--- config.mk ---
export PLATFORM = sky130hd
export DESIGN_NAME = mem_port_arbiter
export DESIGN_NICKNAME = d
export VERILOG_FILES = /design/src/rtl/mem_arb_pkg.sv /design/src/rtl/mem_arb_pick.sv /design/src/rtl/mem_port_arbiter.sv
export SDC_FILE = /design/constraint.sdc
export NUM_CORES = 1
export LEC_CHECK = 0
export ABC_AREA = 1
export CORE_AREA = 2 2 141 143
export CTS_CLUSTER_SIZE = 40
export DETAILED_ROUTE_END_ITERATION = 6
export DIE_AREA = 0 0 143 145
export SETUP_SLACK_MARGIN = 0.02
export SLEW_MARGIN = 25
export SYNTH_ARGS = -nofsm -noshare
export SYNTH_HDL_FRONTEND = slang
export SYNTH_SLANG_ARGS = --single-unit
--- constraint.sdc ---
create_clock -name clk -period 2.07 [get_ports clk]
set_clock_uncertainty 0.1 [all_clocks]
set_input_delay 0.414 -clock clk [delete_from_list [all_inputs] [get_ports clk]]
set_output_delay 0.414 -clock clk [all_outputs]
set_load 0.05 [all_outputs]
--- src/rtl/mem_arb_pkg.sv ---
// rtl/mem_arb_pkg.sv - shared types and constants for the syncram port arbiter
package mem_arb_pkg;

  localparam int ADDR_W_DEF = 32;
  localparam int DATA_W_DEF = 32;

  localparam logic PORT_I = 1'b0;
  localparam logic PORT_D = 1'b1;

  typedef enum logic [1:0] {
    IDLE   = 2'd0,
    ACCESS = 2'd1,
    RESP   = 2'd2
  } arb_state_e;

endpackage

--- src/rtl/mem_arb_pick.sv ---
// rtl/mem_arb_pick.sv - winner select between fetch and data requesters
// MEM_ARB_RR_EN builds a round-robin pointer; otherwise data has fixed priority.
module mem_arb_pick
  import mem_arb_pkg::*;
(
  input  logic clk,
  input  logic rst_n,
  input  logic i_req_i,
  input  logic d_req_i,
  input  logic grant_en_i,
  output logic any_req_o,
  output logic win_o
);

  assign any_req_o = i_req_i | d_req_i;

`ifdef MEM_ARB_RR_EN
  logic rr_ptr_q;
  logic rr_ptr_d;

  // Pointer toggles on every grant, whether or not there was contention.
  assign rr_ptr_d = grant_en_i ? ~rr_ptr_q : rr_ptr_q;

  always_ff @(posedge clk) begin
    if (!rst_n) begin
      rr_ptr_q <= PORT_I;
    end else begin
      rr_ptr_q <= rr_ptr_d;
    end
  end

  always_comb begin
    win_o = d_req_i ? PORT_D : PORT_I;
    if (i_req_i && d_req_i) begin
      win_o = rr_ptr_q;
    end
  end
`else
  logic unused_rr;
  assign unused_rr = ^{clk, rst_n, grant_en_i};

  always_comb begin
    win_o = d_req_i ? PORT_D : PORT_I;
  end
`endif

endmodule

--- src/rtl/mem_port_arbiter.sv ---
// rtl/mem_port_arbiter.sv - shares one syncram port between fetch and data requesters
// Optional round-robin arbitration under MEM_ARB_RR_EN (see mem_arb_pick).
module mem_port_arbiter
  import mem_arb_pkg::*;
#(
  parameter int ADDR_W = ADDR_W_DEF,
  parameter int DATA_W = DATA_W_DEF
) (
  input  logic              clk,
  input  logic              rst_n,
  input  logic              i_req,
  input  logic [ADDR_W-1:0] i_addr,
  output logic              i_ack,
  output logic [DATA_W-1:0] i_rdata,
  input  logic              d_req,
  input  logic              d_we,
  input  logic [ADDR_W-1:0] d_addr,
  input  logic [DATA_W-1:0] d_wdata,
  output logic              d_ack,
  output logic [DATA_W-1:0] d_rdata,
  output logic              mem_cs,
  output logic              mem_oe,
  output logic              mem_we,
  output logic [ADDR_W-1:0] mem_addr,
  output logic [DATA_W-1:0] mem_din,
  input  logic [DATA_W-1:0] mem_dout,
  output logic              busy
);

  arb_state_e        state_q;
  logic              owner_q;
  logic              write_q;
  logic              mem_cs_q;
  logic              mem_oe_q;
  logic              mem_we_q;
  logic [ADDR_W-1:0] mem_addr_q;
  logic [DATA_W-1:0] mem_din_q;
  logic [DATA_W-1:0] i_rdata_q;
  logic [DATA_W-1:0] d_rdata_q;
  logic              i_ack_q;
  logic              d_ack_q;
  logic              busy_q;

  logic any_req;
  logic win;
  logic grant_en;
  logic rd_resp;

  assign grant_en = (state_q == IDLE) && any_req;

  mem_arb_pick u_pick (
    .clk        (clk),
    .rst_n      (rst_n),
    .i_req_i    (i_req),
    .d_req_i    (d_req),
    .grant_en_i (grant_en),
    .any_req_o  (any_req),
    .win_o      (win)
  );

  always_ff @(posedge clk) begin
    if (!rst_n) begin
      state_q    <= IDLE;
      owner_q    <= PORT_I;
      write_q    <= 1'b0;
      mem_cs_q   <= 1'b0;
      mem_oe_q   <= 1'b0;
      mem_we_q   <= 1'b0;
      mem_addr_q <= '0;
      mem_din_q  <= '0;
      i_rdata_q  <= '0;
      d_rdata_q  <= '0;
      i_ack_q    <= 1'b0;
      d_ack_q    <= 1'b0;
      busy_q     <= 1'b0;
    end else begin
      i_ack_q <= 1'b0;
      d_ack_q <= 1'b0;
      unique case (state_q)
        IDLE: begin
          if (any_req) begin
            state_q  <= ACCESS;
            busy_q   <= 1'b1;
            owner_q  <= win;
            mem_cs_q <= 1'b1;
            if (win == PORT_D) begin
              mem_addr_q <= d_addr;
              mem_din_q  <= d_wdata;
              mem_we_q   <= d_we;
              mem_oe_q   <= ~d_we;
              write_q    <= d_we;
            end else begin
              mem_addr_q <= i_addr;
              mem_din_q  <= '0;
              mem_we_q   <= 1'b0;
              mem_oe_q   <= 1'b1;
              write_q    <= 1'b0;
            end
          end
        end
        ACCESS: begin
          state_q  <= RESP;
          mem_cs_q <= 1'b0;
          mem_oe_q <= 1'b0;
          mem_we_q <= 1'b0;
          if (owner_q == PORT_D) begin
            d_ack_q <= 1'b1;
          end else begin
            i_ack_q <= 1'b1;
          end
        end
        RESP: begin
          state_q <= IDLE;
          busy_q  <= 1'b0;
          if (!write_q) begin
            if (owner_q == PORT_D) begin
              d_rdata_q <= mem_dout;
            end else begin
              i_rdata_q <= mem_dout;
            end
          end
        end
        default: begin
          state_q <= IDLE;
          busy_q  <= 1'b0;
        end
      endcase
    end
  end

  // syncram dout only becomes valid in RESP, so the ack cycle forwards it
  // directly; the register takes over from the following cycle.
  assign rd_resp = (state_q == RESP) && !write_q;
  assign i_rdata = (rd_resp && owner_q == PORT_I) ? mem_dout : i_rdata_q;
  assign d_rdata = (rd_resp && owner_q == PORT_D) ? mem_dout : d_rdata_q;

  assign i_ack    = i_ack_q;
  assign d_ack    = d_ack_q;
  assign mem_cs   = mem_cs_q;
  assign mem_oe   = mem_oe_q;
  assign mem_we   = mem_we_q;
  assign mem_addr = mem_addr_q;
  assign mem_din  = mem_din_q;
  assign busy     = busy_q;

endmodule

== Word level (Yosys, flattened, before mapping) ==
Index checks and enable logic that the tools add are counted.
Word-level totals
  bits in writable memories: 0
  memories: 0
  flip-flop bits (word level): 138
  bits in read-only memories: 0
  output and inout bits: 134
  latch bits: 0
Operators by class
  div/mod/pow operators: 0
  $mul: 0
  bitwise operators: 5
  add/sub/neg operators: 0
  muxes and demuxes: 18
  shift operators: 0
  eq/ne operators: 3
  reductions and logical operators: 12
  order comparisons: 0
Operator list (number)
  2-to-1 mux 32 bit: 4
  2-to-1 mux 1 bit: 8
  case mux 1 bit (2 select lines): 4
  AND reduction 2 bit: 4
  AND reduction 3 bit: 2
  NOT 1 bit: 4
  case mux 2 bit (2 select lines): 1
  logical AND 1 bit: 3
  == test 2 x 1 -> 1 bit, second input constant: 1
  == test 2 bit, second input constant: 1
  logical NOT 2 bit: 1
  2-to-1 mux 2 bit: 1
  != test 2 bit, second input constant: 1
  nonzero test 2 bit: 1
  logical NOT 1 bit: 1
  bitwise OR 1 bit: 1

== Logic depth before layout (Yosys ltp) ==
  word-level depth: 4
  depth in mapped cells: 8
  mapped depth without buffers: 6

== By module ==
Synthesis repeated with hierarchy kept, for this count alone.
Unflattened totals
  cells, all modules: 879
  area, all modules: 6003.3 µm²
Modules (own cells, without submodules)
  mem_port_arbiter: cells an instance 875, area each 5984.5 µm², instances 1
  mem_arb_pick: cells an instance 4, area each 18.8 µm², instances 1

== Worst setup path before layout ==
Ideal clock, no wire load.
  path kind: reg-to-output
  start: reg state_q[1]
  end: out d_rdata[10]
  slack: 0.304 ns
  path buffers: 2
  stages on the path, launching flop included: 7
  arrival time: 1.252 ns
  data required time: 1.556 ns
  path through: dfxtp_1 > inv_2 > nor2_4 > buf_6 > buf_6 > nand3_2 > nand2_1
Between the ends
  cells in the longest elaborated chain, start to end: 4
Ends and longest elaborated chain
  start, declared: RTL line mem_port_arbiter.sv:30  | arb_state_e state_q;
  start signal, assigned: RTL line mem_port_arbiter.sv:63  | state_q <= IDLE;
  start signal, assigned: RTL line mem_port_arbiter.sv:82  | state_q <= ACCESS;
  start signal, assigned: RTL line mem_port_arbiter.sv:102  | state_q <= RESP;
  == test 2 bit: RTL line mem_port_arbiter.sv:133  | assign rd_resp = (state_q == RESP) && !write_q;
  logical AND 1 bit: RTL line mem_port_arbiter.sv:133
  logical AND 1 bit: RTL line mem_port_arbiter.sv:135  | assign d_rdata = (rd_resp && owner_q == PORT_D) ? mem_dout : d_rdata_q;
  2-to-1 mux 32 bit: RTL line mem_port_arbiter.sv:135
  end, declared: RTL line mem_port_arbiter.sv:20  | output logic [DATA_W-1:0] d_rdata,
No other way between the ends.

== Final worst setup path ==
  start: reg state_q[0]
  end: reg i_rdata_q[30]
Between the ends
  cells in the longest elaborated chain, start to end: 2
Ends and longest elaborated chain
  == test 2 bit: RTL line mem_port_arbiter.sv:79  | unique case (state_q)
  AND reduction 3 bit (no source line)
  end signal, assigned: RTL line mem_port_arbiter.sv:119  | i_rdata_q <= mem_dout;
  end, declared: RTL line mem_port_arbiter.sv:38  | logic [DATA_W-1:0] i_rdata_q;
No other way between the ends.
A chain may end at the register's enable or synchronous reset.

==> run metrics <==
DRC Markers=0; GRT Total Usage=0.212; post-route cell area=11500 um2; Layout Area Growth over Synthesis=89.6%; RD Place Congestion=0.780; TritonCTS clock tree=yes; hold buffers post-CTS=0; layout cell share with drive strength beyond 1=0.343; crit-path max FO=8; Layout Cells excl Fill=1479; max-capacitance violation count=0; full die area=20700 um2; final wirelength=23000 um; hold_ws=0.356 ns; pre-CTS setup slack=0.151 ns; RSZ-0062 raised after global routing=yes; I/O pin cnt=267; Die X=143 um; placed instance count=1366; worst-case clock buffer depth=2; Final Max Slew Viols=0; H-Tree Depth=4; Sum Neg Setup Slack=-10.30 ns; Wirelength per Cell=15.6 um; First-pass DRT Iterations=6; core area=19200 um2; Final Core Density=0.600; maximum vdd ir drop=562 uV; Post-Syn Area=6080 um2; fin worst setup slack=-0.225 ns; GR Overflow Total=0; Crit. End Element=flop; I/O Buffers=266; clk slew on worst S/H paths=0.06 ns; Avg Vias per Cell=4.65; Detail Route Antenna Nets=0; power per cell area=749 nW/um2; Worst Path Required=2.32 ns; Max Fclk=436 MHz; post-route clock period utilization=1.11; Mapped Avg Cell Area=6.96 um2; vias in the first global route=6605; Yosys cell types=20; first-pass GRT wire length=34800 um; initial DRC count=285; placed cell area=9610 um2; Multi-input gate area=3090 um2; CTS Buf Count=17; synthesized instance count=873; CTS Sinks=138; largest net degree at the start of global routing=68; sequential cell area=2770 um2; failing checks=setup timing; initial antenna violation count=2; Worst Setup Start Kind=flop; slew margin rel.=0.645; nets@finish=1333; root buf cell=clkbuf_16; Reg2Reg Setup Slack=-0.23 ns; DR vias=6872; crit path time final=2.30 ns; Worst Hold Class=reg2reg; fill count=1687; CP Class=reg2reg; FP Rows=51; syn_nets=1006; hpwl dp=13600 um; flops & latches, synth=138; actual slew at the worst max-slew pin=0.534 ns; final hold viol count=0; run status=finished with violations; Initial Util=0.317; Total Power=8.63 mW; YS warnings=0; sequential area share after synthesis=0.454; clk_lat worst skew=0.42 ns; Final Setup Violations=69; Die Y=145 um; Crit path arrival time=2.55 ns; Leak=5.29 nW
logic make-up (layout without fill, tap and decap cells):
kind of cell           Yosys count  in the layout  share of synthesized area
AOI/OAI and AO/OA              102            102                     0.0840
buffers and inverters          163            503                      0.115
DFF                            138            138                      0.454
other                            0              1                          0
and+or+nand+nor                470            470                      0.347
per-layer routing:
layer	GRT usage	share of wire	vias to the layer above
met5	0	0.00056	-
met4	0.0604	0.023	2
met3	0.0756	0.075	45
met2	0.358	0.50	249
met1	0.252	0.40	3190
li1	-	-	3386
final cells by class:
cell class / instances / area share
Tap cell: 265 / 0.0288
Clock inverter: 12 / 0.0128
Multi-Input combinational cell: 572 / 0.268
Inverter: 103 / 0.0336
Clock buffer: 20 / 0.0387
Sequential cell: 138 / 0.240
Timing Repair Buffer: 368 / 0.377
Antenna cell: 1 / 0.000217
what timing repair did:
item,CTS,global route
pin swaps,40,21
resized for setup,135,131
endpoints found under the hold margin,0,0
endpoints found under the setup margin,106,72
setup buffers,79,3
gates cloned,7,3
cells in the final DEF (no fill, tap or decap), types with 23 or more instances in the layout:
cell type,instances
a21oi_1,69
buf_12,74
buf_4,82
buf_6,28
clkdlybuf4s50_1,131
dfxtp_1,136
dlygate4sd2_1,42
inv_1,65
inv_2,37
nand2_1,154
nand2_2,89
nand2_4,24
nand3_1,36
nand3_2,25
nand4_1,32
nor2_1,95
o21ai_0,23
worst paths after layout:
check / startpoint / to / depth (start not counted)
setup / recovery: state_q[0] / i_rdata_q[30] / 15
hold / removal: mem_din[4] / mem_din[4] / 2
setup reg to reg: state_q[0] / i_rdata_q[30] / 15
hold reg to reg: mem_din[4] / mem_din[4] / 2
where the power goes:
| part | internal (mW) | leakage, nW | switching [mW] |
|---|---|---|---|
| Sequential | 2.82 | 1.13 | 0.0736 |
| Clock | 1.92 | 0.290 | 1.20 |
| Combinational | 1.10 | 3.87 | 1.51 |
registers in the layout (all words and copies together) (netlist names), 2 cells and up:
| signal | flops |
|---|---|
| mem_din | 32 |
| mem_addr | 32 |
| i_rdata_q | 32 |
| d_rdata_q | 32 |
| state_q | 2 |
cells in the mapped netlist:
| master | number | area [um2] |
|---|---|---|
| a21oi_1 | 69 | 345 |
| buf_1 | 1 | 3.75 |
| buf_2 | 25 | 125 |
| buf_4 | 5 | 37.5 |
| buf_6 | 5 | 56.3 |
| clkbuf_1 | 24 | 90.1 |
| dfxtp_1 | 138 | 2760 |
| inv_1 | 97 | 364 |
| inv_2 | 6 | 22.5 |
| nand2_1 | 266 | 998 |
| nand2_2 | 1 | 6.26 |
| nand3_1 | 37 | 185 |
| nand3_2 | 31 | 310 |
| nand4_1 | 32 | 200 |
| nor2_1 | 98 | 368 |
| nor2_2 | 1 | 6.26 |
| nor2_4 | 2 | 22.5 |
| nor3_1 | 2 | 10.0 |
| o21ai_0 | 23 | 115 |
| o21ai_1 | 10 | 50.1 |
critical path: stages (launching register included):
cell and delay (ns):
dfxtp_4 0.36, nor2_4 0.13, buf_6 0.11, nand3_4 0.14, buf_16 0.21, nand2_4 0.07, nand2_4 0.06, buf_4 0.14
buf_4 0.12, buf_4 0.12, buf_4 0.12, buf_4 0.12, buf_4 0.12, buf_4 0.12, buf_4 0.12, nor2_1 0.08
No activity file was read; power rests on OpenSTA's default activity.
